$ cat src/rtl/dtree_feature_sequencer.sv
// dtree_feature_sequencer
//   Collects a frame of NUM_FEAT feature bytes from a valid/ready byte stream
//   into a parallel vector for a combinational decision-tree classifier,
//   holds that vector for EVAL_CYCLES cycles, captures the returned class and
//   presents it on a valid/ready result port.
//   Frames whose in_last does not line up with the final slot set a sticky
//   error flag and produce no result. Over-long frames have their remaining
//   bytes swallowed until in_last.
//
// Ports
//   clk, rst_n             clock (rising edge) / asynchronous active-low reset
//   in_valid/in_ready      byte stream handshake
//   in_data, in_last       feature byte and end-of-frame marker
//   feat_vec               slot k at [k*FEAT_W +: FEAT_W]
//   class_in               class from the classifier (combinational)
//   out_valid/out_ready    result handshake
//   out_class              captured class
//   err_sticky             frame-error flag, cleared only by reset
//   sample_cnt             completed results, 16-bit wrapping
module dtree_feature_sequencer #(
  parameter int NUM_FEAT    = 5,
  parameter int FEAT_W      = 8,
  parameter int CLASS_W     = 2,
  parameter int EVAL_CYCLES = 1
) (
  input  logic                       clk,
  input  logic                       rst_n,
  input  logic                       in_valid,
  output logic                       in_ready,
  input  logic [FEAT_W-1:0]          in_data,
  input  logic                       in_last,
  output logic [NUM_FEAT*FEAT_W-1:0] feat_vec,
  input  logic [CLASS_W-1:0]         class_in,
  output logic                       out_valid,
  input  logic                       out_ready,
  output logic [CLASS_W-1:0]         out_class,
  output logic                       err_sticky,
  output logic [15:0]                sample_cnt
);

  localparam int IDX_W = (NUM_FEAT > 1) ? $clog2(NUM_FEAT) : 1;
  localparam logic [IDX_W-1:0] IDX_MAX = IDX_W'(NUM_FEAT - 1);
  localparam logic [3:0] EVAL_INIT = 4'(EVAL_CYCLES);

  localparam logic [1:0] S_LOAD  = 2'd0;
  localparam logic [1:0] S_EVAL  = 2'd1;
  localparam logic [1:0] S_OUT   = 2'd2;
  localparam logic [1:0] S_DRAIN = 2'd3;

  logic [1:0]         r_state;
  logic [1:0]         w_state_next;
  logic [IDX_W-1:0]   r_idx;
  logic [IDX_W-1:0]   w_idx_next;
  logic [3:0]         r_eval_cnt;
  logic               r_in_ready;
  logic               r_err;
  logic [CLASS_W-1:0] r_out_class;
  logic [15:0]        r_sample_cnt;

  logic w_xfer;
  logic w_load_xfer;
  logic w_idx_at_max;
  logic w_out_fire;
  logic w_eval_done;

  assign w_xfer       = in_valid & r_in_ready;
  assign w_load_xfer  = w_xfer & (r_state == S_LOAD);
  assign w_idx_at_max = (r_idx == IDX_MAX);
  assign w_out_fire   = (r_state == S_OUT) & out_ready;
  assign w_eval_done  = (r_state == S_EVAL) & (r_eval_cnt == 4'd1);

  always_comb begin
    w_state_next = r_state;
    w_idx_next   = r_idx;
    case (r_state)
      S_LOAD: begin
        if (w_xfer) begin
          if (w_idx_at_max) begin
            w_idx_next   = '0;
            // Last slot filled: a proper frame ends here, otherwise it is too long.
            w_state_next = in_last ? S_EVAL : S_DRAIN;
          end else if (in_last) begin
            w_idx_next = '0;  // short frame: discard and restart
          end else begin
            w_idx_next = r_idx + 1'b1;
          end
        end
      end
      S_EVAL:  if (r_eval_cnt == 4'd1) w_state_next = S_OUT;
      S_OUT:   if (out_ready) w_state_next = S_LOAD;
      S_DRAIN: if (w_xfer && in_last) w_state_next = S_LOAD;
      default: w_state_next = S_LOAD;
    endcase
  end

  always_ff @(posedge clk or negedge rst_n) begin
    if (!rst_n) begin
      r_state      <= S_LOAD;
      r_idx        <= '0;
      r_eval_cnt   <= '0;
      r_in_ready   <= 1'b0;
      r_err        <= 1'b0;
      r_out_class  <= '0;
      r_sample_cnt <= '0;
    end else begin
      r_state <= w_state_next;
      r_idx   <= w_idx_next;
      // Ready is registered from the next state so it rises one edge after
      // reset release and never depends combinationally on out_ready.
      r_in_ready <= (w_state_next == S_LOAD) || (w_state_next == S_DRAIN);
      if (w_load_xfer && w_idx_at_max && in_last) begin
        r_eval_cnt <= EVAL_INIT;
      end else if (r_state == S_EVAL) begin
        r_eval_cnt <= r_eval_cnt - 4'd1;
      end
      if (w_eval_done) begin
        r_out_class <= class_in;
      end
      // Error when in_last and the final slot disagree (short or long frame).
      if (w_load_xfer && (w_idx_at_max != in_last)) begin
        r_err <= 1'b1;
      end
      if (w_out_fire) begin
        r_sample_cnt <= r_sample_cnt + 16'd1;
      end
    end
  end

  // One register per feature slot; slots only change while loading, so the
  // vector is frozen during EVAL and OUT.
  generate
    for (genvar gi = 0; gi < NUM_FEAT; gi++) begin : g_slot
      logic [FEAT_W-1:0] r_slot;
      always_ff @(posedge clk or negedge rst_n) begin
        if (!rst_n) begin
          r_slot <= '0;
        end else if (w_load_xfer && (r_idx == IDX_W'(gi))) begin
          r_slot <= in_data;
        end
      end
      assign feat_vec[gi*FEAT_W +: FEAT_W] = r_slot;
    end
  endgenerate

  assign in_ready   = r_in_ready;
  assign out_valid  = (r_state == S_OUT);
  assign out_class  = r_out_class;
  assign err_sticky = r_err;
  assign sample_cnt = r_sample_cnt;

endmodule

$ cat config.mk
export PLATFORM = sky130hd
export DESIGN_NAME = dtree_feature_sequencer
export DESIGN_NICKNAME = d
export VERILOG_FILES = /design/src/rtl/dtree_feature_sequencer.sv
export SDC_FILE = /design/constraint.sdc
export NUM_CORES = 1
export LEC_CHECK = 0
export CAP_MARGIN = 30
export CORE_AREA = 2 2 81 83
export CTS_CLUSTER_SIZE = 12
export DETAILED_ROUTE_END_ITERATION = 16
export DIE_AREA = 0 0 83 85
export GPL_ROUTABILITY_DRIVEN = 0
export PLACE_DENSITY = 0.78
export SLEW_MARGIN = 5
export SYNTH_ARGS = -nofsm -noshare
export SYNTH_HDL_FRONTEND = slang
export SYNTH_SLANG_ARGS = --single-unit
export TNS_END_PERCENT = 30
$ cat constraint.sdc
create_clock -name clk -period 1.65 [get_ports clk]
set_input_delay 0.4125 -clock clk [delete_from_list [all_inputs] [get_ports clk]]
set_output_delay 0.4125 -clock clk [all_outputs]
set_load 0.005 [all_outputs]
==> results.toml, run 1 <==
[timing]
slew_headroom_pct = 74.6
layout_setup_ws_ns = -0.00177
fin_crit_sh_pct = 100
period_needed_ns = 1.65
hold_ws_ns = 0.0803
max_freq_ghz = 0.605
drv_slew = 0
setup_viol = 1
hold_viol_final = 0
worst_slew_pin_slew_ns = 0.378
finClkSkew_ns = 0.00613
rsz0062_at_grt = "yes"

[route]
drc = 0
wl_um = 6280
drt_iter0_markers = 56
wire_per_inst_um = 15.9
route.antenna.remaining_nets = 0
vias = 2009
dr.pass1.iters = 4
avgViaCountPerCell = 5.07

[power]
ir_drop_uv = 1090
cellPowerDensity_nw_per_um2 = 1600
leakagePower_nw = 2.17

[setup_path]
crit_fanout = 2
crit_path_top_delay_cell = "clkdlybuf4s50_1"
cp_data_arrival_time_ns = 1.24
critPathMaxStageDelay_ns = 0.53
criticalPathCategory = "flip-flop to output port"
crit_required_ns = 1.24
path_cells = "clkdlybuf4s50_1"
critPathTopFamily = "buffers and inverters"
cp-start-kind = "flip-flop"
endpoint_kind = "output port"
worst-path-buf-inv = 1

[clocking]
cts_made_buffers = 9
cts_buffer_depth = 2
clk_latency_ns = 0.34
cts_tree = "yes"
htree_num_levels = 3
clockRootBuffer = "clkbuf_8"
cts_sinks = 69
ctsHoldBuffers = 0
clk_pin_slew_ns = 0.07

[worst_hold_path]
holdCritPathClass = "input port to async pin"

[synthesis]
yosys_warnings = 0
syn_nets = 232
synth-edff-count = 0
ys_seq_area_share_pct = 59.9
ys_ff_latch = 69
synthCells = 209
async_reset_ff_share_pct = 100
ys_types = 34
ys.flop_type = "dfrtp_1"
synth_area_um2 = 2880
avgSynthCellArea_um2 = 13.8

[floorplanning]
row_count = 29
die_w_um = 83
start_util_pct = 46.5
die_h_um = 85
coreArea_um2 = 6200
die_area_um2 = 7060
num_io_pins = 76

[layout]
diodes = 0
finish.utilization_pct = 67.4
fin_cells = 396
final_common_cell = "dfrtp_1"
fin_nets = 337
layout-drive-gt1-share_pct = 28.5
stdcell_area_um2 = 4180
most-common-layout-cells = "dfrtp_1 (68), mux2_2 (42), clkdlybuf4s50_1 (39)"
area_growth_pct = 45.1

[status]
violations = "setup timing"
outcome = "finished, violations left"

[global_route]
grt_start_max_net_pins = 70
antenna_found_initial = 0
grtUsageMet3_pct = 6.13
grt_pass1_vias = 2103
gr-total-overflow = 0
globalRouteTotalUtil_pct = 18.6
grt.busiest_layer = "met2"
grt_pass1_wl_um = 10300
grt_use_met1_pct = 23.5
use_met2_pct = 29.4

[placement]
dpl_cell_area_um2 = 3830
dp_cells = 372
hpwl_um = 4120
io_buffers = 75

[run]
cap_violations = 0
metal layers:
metal	part of all wire (%)	vias up
met2	50	52
met1	42	1010
met3	6.4	11
li1	-	936
met5	0	-
met4	1.9	0
report_power, final:
part / internal, W / switching (W) / total [W]
logic: 0.00159 / 0.000883 / 0.00247
registers: 0.00233 / 0.000391 / 0.00272
clock network: 0.000851 / 0.000633 / 0.00148
total: 0.00477 / 0.00191 / 0.00667
cells in the mapped netlist (4+ instances only):
| library cell | instances | share of area, % |
|---|---|---|
| ha_1 | 8 | 3.5 |
| xnor2_1 | 13 | 3.9 |
| nand4_1 | 4 | 0.87 |
| xor2_1 | 6 | 1.8 |
| nor2_1 | 6 | 0.78 |
| and3_1 | 4 | 0.87 |
| mux2_2 | 43 | 17 |
| dfrtp_1 | 69 | 60 |
| nand3_1 | 9 | 1.6 |
| nand2_1 | 13 | 1.7 |
| inv_1 | 8 | 1.0 |
sequential cells by signal (all words and copies together) (netlist names):
register and cells:
in_ready 1, r_idx 3, r_state 2, r_eval_cnt 4, g_slot.r_slot 40, sample_cnt 16
err_sticky 1, out_class 2
stage by stage:
stage               setup slack [ns]  power (W)   TNS, ns
floorplan                      0.224    0.00373         0
global placement              -0.362    0.00517    -14.29
detailed placement            -0.361    0.00523    -14.37
CTS                        0.0000651    0.00674         0
global route                 -0.0487    0.00708    -0.624
finish                      -0.00177    0.00667  -0.00177
kinds of logic (layout without fill, tap and decap cells):
kind of cell             after synthesis  count (layout)  share of synthesized area [%]
flip-flops                            69              69                           59.9
AND/OR/NAND/NOR                       50              51                           10.4
multiplexers                          43              43                           16.8
XOR/XNOR                              19              19                           5.77
buffers and inverters                 11             120                           1.61
AO/OA/AOI/OAI                          9               9                           2.04
adder cells (fa/ha/maj)                8               8                           3.47
what timing repair did:
item,CTS,global route
endpoints found under the setup margin,22,65
hold endpoints to repair,0,0
buffers inserted,6,1
gates cloned,0,1
resized for setup,18,27
pin swaps,0,2
worst register-to-register path, delay by kind of cell (launching register included):
| kind | cells | cell delay [ns] |
|---|---|---|
| buffers and inverters | 2 | 0.35 |
| flip-flops | 1 | 0.40 |
| multiplexers | 1 | 0.32 |
| AND/OR/NAND/NOR | 2 | 0.45 |
final timing paths:
check	start	endpoint	slack, ns	depth (start not counted)
worst max-delay path	sample_cnt[13]	sample_cnt[13]	-0.002	1
worst min-delay path	rst_n	g_slot[3].r_slot[3]	0.08	2
worst max register to register	r_state[0]	g_slot[4].r_slot[1]	0.01	5
worst min register to register	err_sticky	err_sticky	0.46	1
max in group asynchronous	rst_n	r_state[1]	1.28	2
min in group clk	err_sticky	err_sticky	0.46	1
final cells by class:
class	instances	area, um^2
multi-input combinational	130	1160
clock buffer	10	128
tap	77	96.3
inverter	8	30.0
fill	459	2020
sequential	69	1730
clock inverter	6	87.6
timing repair buffer	96	952
Note: power is estimated with default switching activity, not from simulation.
==> inputs of run 2 (changes only) <==
==> constraint.sdc (replaced) <==
create_clock -name clk -period 1.6 [get_ports clk]
set_input_delay 0.4 -clock clk [delete_from_list [all_inputs] [get_ports clk]]
set_output_delay 0.4 -clock clk [all_outputs]
set_load 0.005 [all_outputs]
==> run 2 against run 1 <==
Effect of this change:
- the run still ends with setup timing left
- global-route usage up 0.32 points
- clock-buffer cell count unchanged
- die area unchanged
- worst hold slack worse by 0.013 ns
- sequential share of layout area increased by 0.15 points
- critical path depth is 4 higher
- sequential power grew 2%
- clock skew increased by 0.0053 ns
- largest cell class unchanged
- critical endpoint is now g_slot[2].r_slot[7]
- via count up 1.4%
- clock power shrank 18%
- register-to-register slack got worse by 0.02 ns
==> results.toml, run 2 (synthesized netlist as in run 1, its figures left out) <==
[timing]
hold_viol_final = 0
worst_slew_pin_slew_ns = 0.367
max_freq_ghz = 0.618
drv_slew = 0
setup_viol = 1
slew_headroom_pct = 75.3
rsz0062_at_grt = "yes"
layout_setup_ws_ns = -0.0177
tns_ns = -0.0177
period_needed_ns = 1.62
finClkSkew_ns = 0.0114
fin_crit_sh_pct = 101

[setup_path]
r2r_start = "r_state[1]"
cp-start-kind = "input port"
critPathTopFamily = "buffers and inverters"
endpoint_kind = "flip-flop"
cp_data_arrival_time_ns = 1.84
critPathMaxStageDelay_ns = 0.51
crit_fanout = 8
reg2reg_to = "g_slot[2].r_slot[7]"
crit_path_top_delay_cell = "clkdlybuf4s50_1"
reg2regPathDepth = 5
criticalPathCategory = "input port to flip-flop"
path_cells = "clkdlybuf4s50_1, nor4bb_2, buf_4, nand3_4, mux2_4"
worst-path-buf-inv = 2
rrSetupSlack_ns = -0.01
crit_required_ns = 1.82

[layout]
diodes = 0
ff_latch_area_um2 = 1730
largest_register = "g_slot.r_slot"
area_growth_pct = 44.6
stdcell_area_um2 = 4170
multiInputGateArea_um2 = 1160
most-common-layout-cells = "dfrtp_1 (68), dlygate4sd2_1 (45), mux2_2 (42)"
largest_register_ffs = 40
final.fill_count = 498
final_common_cell = "dfrtp_1"
layout-drive-gt1-share_pct = 31.7
fin_cells = 408
fin_nets = 349

[power]
power_switching_w = 0.00199
swShare_pct = 31.0
internal-power_w = 0.00442
combPwrFrac_pct = 37.8
seqPwrFrac_pct = 43.3
ir_drop_uv = 1150
leakagePower_nw = 2.22
cellPowerDensity_nw_per_um2 = 1540
pwr-share-clk_pct = 18.9

[clocking]
htree_num_levels = 3
clk_pin_slew_ns = 0.08
cts_buffer_depth = 2
clockRootBuffer = "clkbuf_8"
cts_made_buffers = 9
cts_sinks = 69
clk_latency_ns = 0.34
cts_tree = "yes"

[global_route]
gr-total-overflow = 0
antenna_found_initial = 0
globalRouteTotalUtil_pct = 18.9
grt_start_max_net_pins = 70
grt_pass1_wl_um = 10500
grt_pass1_vias = 2189

[worst_hold_path]
holdCritPathClass = "input port to async pin"

[route]
vias = 2037
dr.pass1.iters = 4
wire_per_inst_um = 15.6
drt_iter0_markers = 70
wl_um = 6380
drc = 0
avgViaCountPerCell = 4.99
route.antenna.remaining_nets = 0

[placement]
hpwl_um = 4260
dp_cells = 374
io_buffers = 75
dpl_cell_area_um2 = 3840

[status]
violations = "setup timing"
outcome = "finished, violations left"

[floorplanning]
die_h_um = 85
num_io_pins = 76
die_w_um = 83
start_util_pct = 46.5
coreArea_um2 = 6200
row_count = 29
die_area_um2 = 7060

[run]
cap_violations = 0
run 2: cell types whose count changed in the layout (fill, tap and decap cells not counted), sizes merged:
cell | previous run | this run
clkinv | 4 | 5
clkbuf | 10 | 11
clkdlybuf4s15 | 1 | 0
dlygate4sd2 | 14 | 45
dlymetal6s2s | 20 | 14
bufinv | 2 | 0
buf | 22 | 34
clkinvlp | 0 | 1
clkdlybuf4s50 | 39 | 14
run 2: power groups by stage:
| stage | Sequential [W] | Clock, W | Combinational, W |
|---|---|---|---|
| detailed placement | 0.00285 | 0 | 0.00258 |
| global route | 0.00285 | 0.00131 | 0.00265 |
| floorplan | 0.00283 | 0 | 0.00102 |
| finish | 0.00277 | 0.00121 | 0.00242 |
| global placement | 0.00282 | 0 | 0.00252 |
| CTS | 0.00277 | 0.00125 | 0.00241 |
run 2: metal layers:
metal  vias to the layer above  GRT usage, %  part of all wire [%]
met5                         -             0                     0
met3                         9          7.88                   6.4
met4                         0          5.07                  0.91
li1                        962             -                     -
met1                      1014          22.9                    43
met2                        52          31.6                    49
run 2: how the worst max path moves through the flow:
| stage | depth (start not counted) | end | slack [ns] | startpoint |
|---|---|---|---|---|
| finish | 5 | g_slot[2].r_slot[7] | -0.02 | in_valid |
| global route | 5 | g_slot[2].r_slot[7] | -0.08 | r_state[1] |
| CTS | 5 | g_slot[3].r_slot[7] | -0.03 | r_state[1] |
| detailed placement | 5 | g_slot[2].r_slot[7] | -0.40 | in_valid |
| global placement | 5 | g_slot[2].r_slot[5] | -0.39 | in_valid |
| floorplan | 4 | g_slot[2].r_slot[0] | 0.17 | r_state[1] |
run 2: timing repair:
item                                    4_1_cts  5_1_grt
setup buffers                                16        1
gates resized for setup                      49       24
cloned                                        0        1
pin swaps                                     0        4
hold buffers                                  0        0
endpoints found under the setup margin       61       61
run 2: area by class of cell:
| cell class | instances | area share (%) |
|---|---|---|
| Tap cell | 77 | 2.31 |
| Inverter | 8 | 0.721 |
| Timing Repair Buffer | 108 | 23.6 |
| Clock inverter | 6 | 0.961 |
| Clock buffer | 10 | 3.06 |
| Sequential cell | 69 | 41.5 |
| Multi-Input combinational cell | 130 | 27.9 |
run 2: per-stage QoR:
step                      setup slack (ns)  utilization (%)  total power [W]  hold WS [ns]
after CTS                          -0.0299             65.9          0.00643        0.0856
after global placement              -0.395             61.9          0.00534         0.443
after detailed placement            -0.396             61.9          0.00542         0.448
final                              -0.0177             67.2          0.00641        0.0674
after floorplan                      0.174                -          0.00385         0.104
after global routing               -0.0779             67.2          0.00682         0.100
==> inputs of run 3 (changes only) <==
==> constraint.sdc (replaced) <==
create_clock -name clk -period 1.6 [get_ports clk]
set_input_delay 0.4 -clock clk [delete_from_list [all_inputs] [get_ports clk]]
set_output_delay 0.4 -clock clk [all_outputs]
set_load 0.01 [all_outputs]
==> run 3 against run 2 <==
Effect of this change:
- the flow now finishes without violations
- highest routed layer unchanged
- sequential cell count unchanged
- critical path depth did not move
- largest cell class unchanged
- largest power group unchanged
- clock skew fell by 0.0032 ns
- total power up 3.4%
- critical path type is now flip-flop to flip-flop
- first-iteration DRC count up 1.4%
- worst hold slack worse by 0.047 ns
- core utilization down 0.71 points
- worst setup slack better by 0.095 ns
==> results.toml, run 3 (synthesized netlist as in run 1, its figures left out) <==
[status]
outcome = "completed"

[timing]
fin_crit_sh_pct = 95.2
worst_slew_pin_slew_ns = 0.489
setup_viol = 0
layout_setup_ws_ns = 0.0769
max_freq_ghz = 0.657
period_needed_ns = 1.52
rsz0062_at_grt = "yes"
hold_viol_final = 0
drv_slew = 0
slew_headroom_pct = 67.4
hold_ws_ns = 0.0199
finClkSkew_ns = 0.00815

[setup_path]
cp-startpoint = "r_state[1]"
worst-path-buf-inv = 1
crit_path_top_delay_cell = "dfrtp_2"
critPathMaxStageDelay_ns = 0.47
crit_required_ns = 1.82
r2r_start = "r_state[1]"
criticalPathCategory = "flip-flop to flip-flop"
endpoint_kind = "flip-flop"
rrSetupSlack_ns = 0.08
cp-start-kind = "flip-flop"
critPathTopFamily = "simple AND/OR/NAND/NOR gates"
path_cells = "nand4bb_1, nor2_1, nand2_1, buf_12, mux2_2"
crit_fanout = 8
cp_data_arrival_time_ns = 1.75

[layout]
largest_register_ffs = 40
multiInputGateArea_um2 = 1160
area_growth_pct = 43.1
finish.utilization_pct = 66.5
fin_nets = 344
most-common-layout-cells = "dfrtp_1 (66), dlygate4sd2_1 (60), mux2_2 (43)"
largest_register = "g_slot.r_slot"
final.fill_count = 491
final_common_cell = "dfrtp_1"
diodes = 0
layout-drive-gt1-share_pct = 31.6
ff_latch_area_um2 = 1730

[clocking]
cts_made_buffers = 9
cts_tree = "yes"
cts_sinks = 69
clockRootBuffer = "clkbuf_8"
cts_buffer_depth = 2
clk_latency_ns = 0.33
ctsHoldBuffers = 0
clk_pin_slew_ns = 0.07
htree_num_levels = 3

[floorplanning]
coreArea_um2 = 6200
die_h_um = 85
die_area_um2 = 7060
start_util_pct = 46.5
num_io_pins = 76
die_w_um = 83
row_count = 29

[worst_hold_path]
holdCritPathClass = "input port to async pin"

[route]
drt_iter0_markers = 71
drc = 0
avgViaCountPerCell = 4.98
vias = 2008
wire_per_inst_um = 15.6
dr.pass1.iters = 4
wl_um = 6290
route.antenna.remaining_nets = 0

[global_route]
grt_start_max_net_pins = 29
grt_pass1_vias = 2152
gr-total-overflow = 0
antenna_found_initial = 0
grt_pass1_wl_um = 10400
globalRouteTotalUtil_pct = 18.5

[run]
cap_violations = 0

[placement]
io_buffers = 75
hpwl_um = 4320
pre_cts_slack_ns = -0.393

[power]
leakagePower_nw = 2.08
power_w = 0.00663
cellPowerDensity_nw_per_um2 = 1610
ir_drop_uv = 1070
-- run 3: changes by cell type in the layout (fill, tap and decap cells not counted), sizes merged --
| cell | before | now |
|---|---|---|
| clkinv | 5 | 4 |
| dlymetal6s2s | 14 | 2 |
| clkdlybuf4s50 | 14 | 11 |
| dlygate4sd2 | 45 | 60 |
| buf | 34 | 29 |
| clkinvlp | 1 | 2 |
-- run 3: final cells by class --
cell class                      count  area share [%]
Clock inverter                      6           0.941
Clock buffer                       10            3.34
Multi-Input combinational cell    130            28.2
Tap cell                           77            2.34
Inverter                            8           0.728
Timing Repair Buffer              103            22.5
Sequential cell                    69            42.0
-- run 3: routing by layer --
layer / global-route usage (%) / part of all wire [%] / up-vias
li1: - / - / 954
met4: 5.22 / 0.62 / 0
met2: 30.4 / 50 / 55
met5: 0 / 0 / -
met3: 8.37 / 7.8 / 5
met1: 22.1 / 42 / 994
-- run 3: power by group --
| group | internal, W | total, W | leakage (nW) | switching, W |
|---|---|---|---|---|
| registers | 0.00240 | 0.00280 | 0.865 | 0.000396 |
| clock network | 0.000598 | 0.00125 | 0.0880 | 0.000648 |
| logic | 0.00142 | 0.00258 | 1.13 | 0.00116 |
-- run 3: per-stage QoR --
step	TNS (ns)	cell area [um^2]	cells
6_report	0	4120	403
4_1_cts	-0.300	4050	400
3_3_place_gp	-15.34	3870	375
3_5_place_dp	-15.45	3870	375
2_1_floorplan	0	2880	209
5_1_grt	-0.0327	4120	403
-- run 3: worst paths after layout --
check	end	cells after the start
worst max-delay path	g_slot[0].r_slot[5]	5
worst min-delay path	g_slot[0].r_slot[3]	1
worst max register to register	g_slot[0].r_slot[5]	5
worst min register to register	err_sticky	1
max in group asynchronous	r_idx[0]	2
min in group clk	err_sticky	1
-- run 3: repair_timing --
| item | CTS | global route |
|---|---|---|
| pin swaps | 0 | 5 |
| resized for setup | 63 | 16 |
| setup buffers | 9 | 2 |
| setup endpoints to repair | 78 | 33 |
| cloned | 0 | 1 |
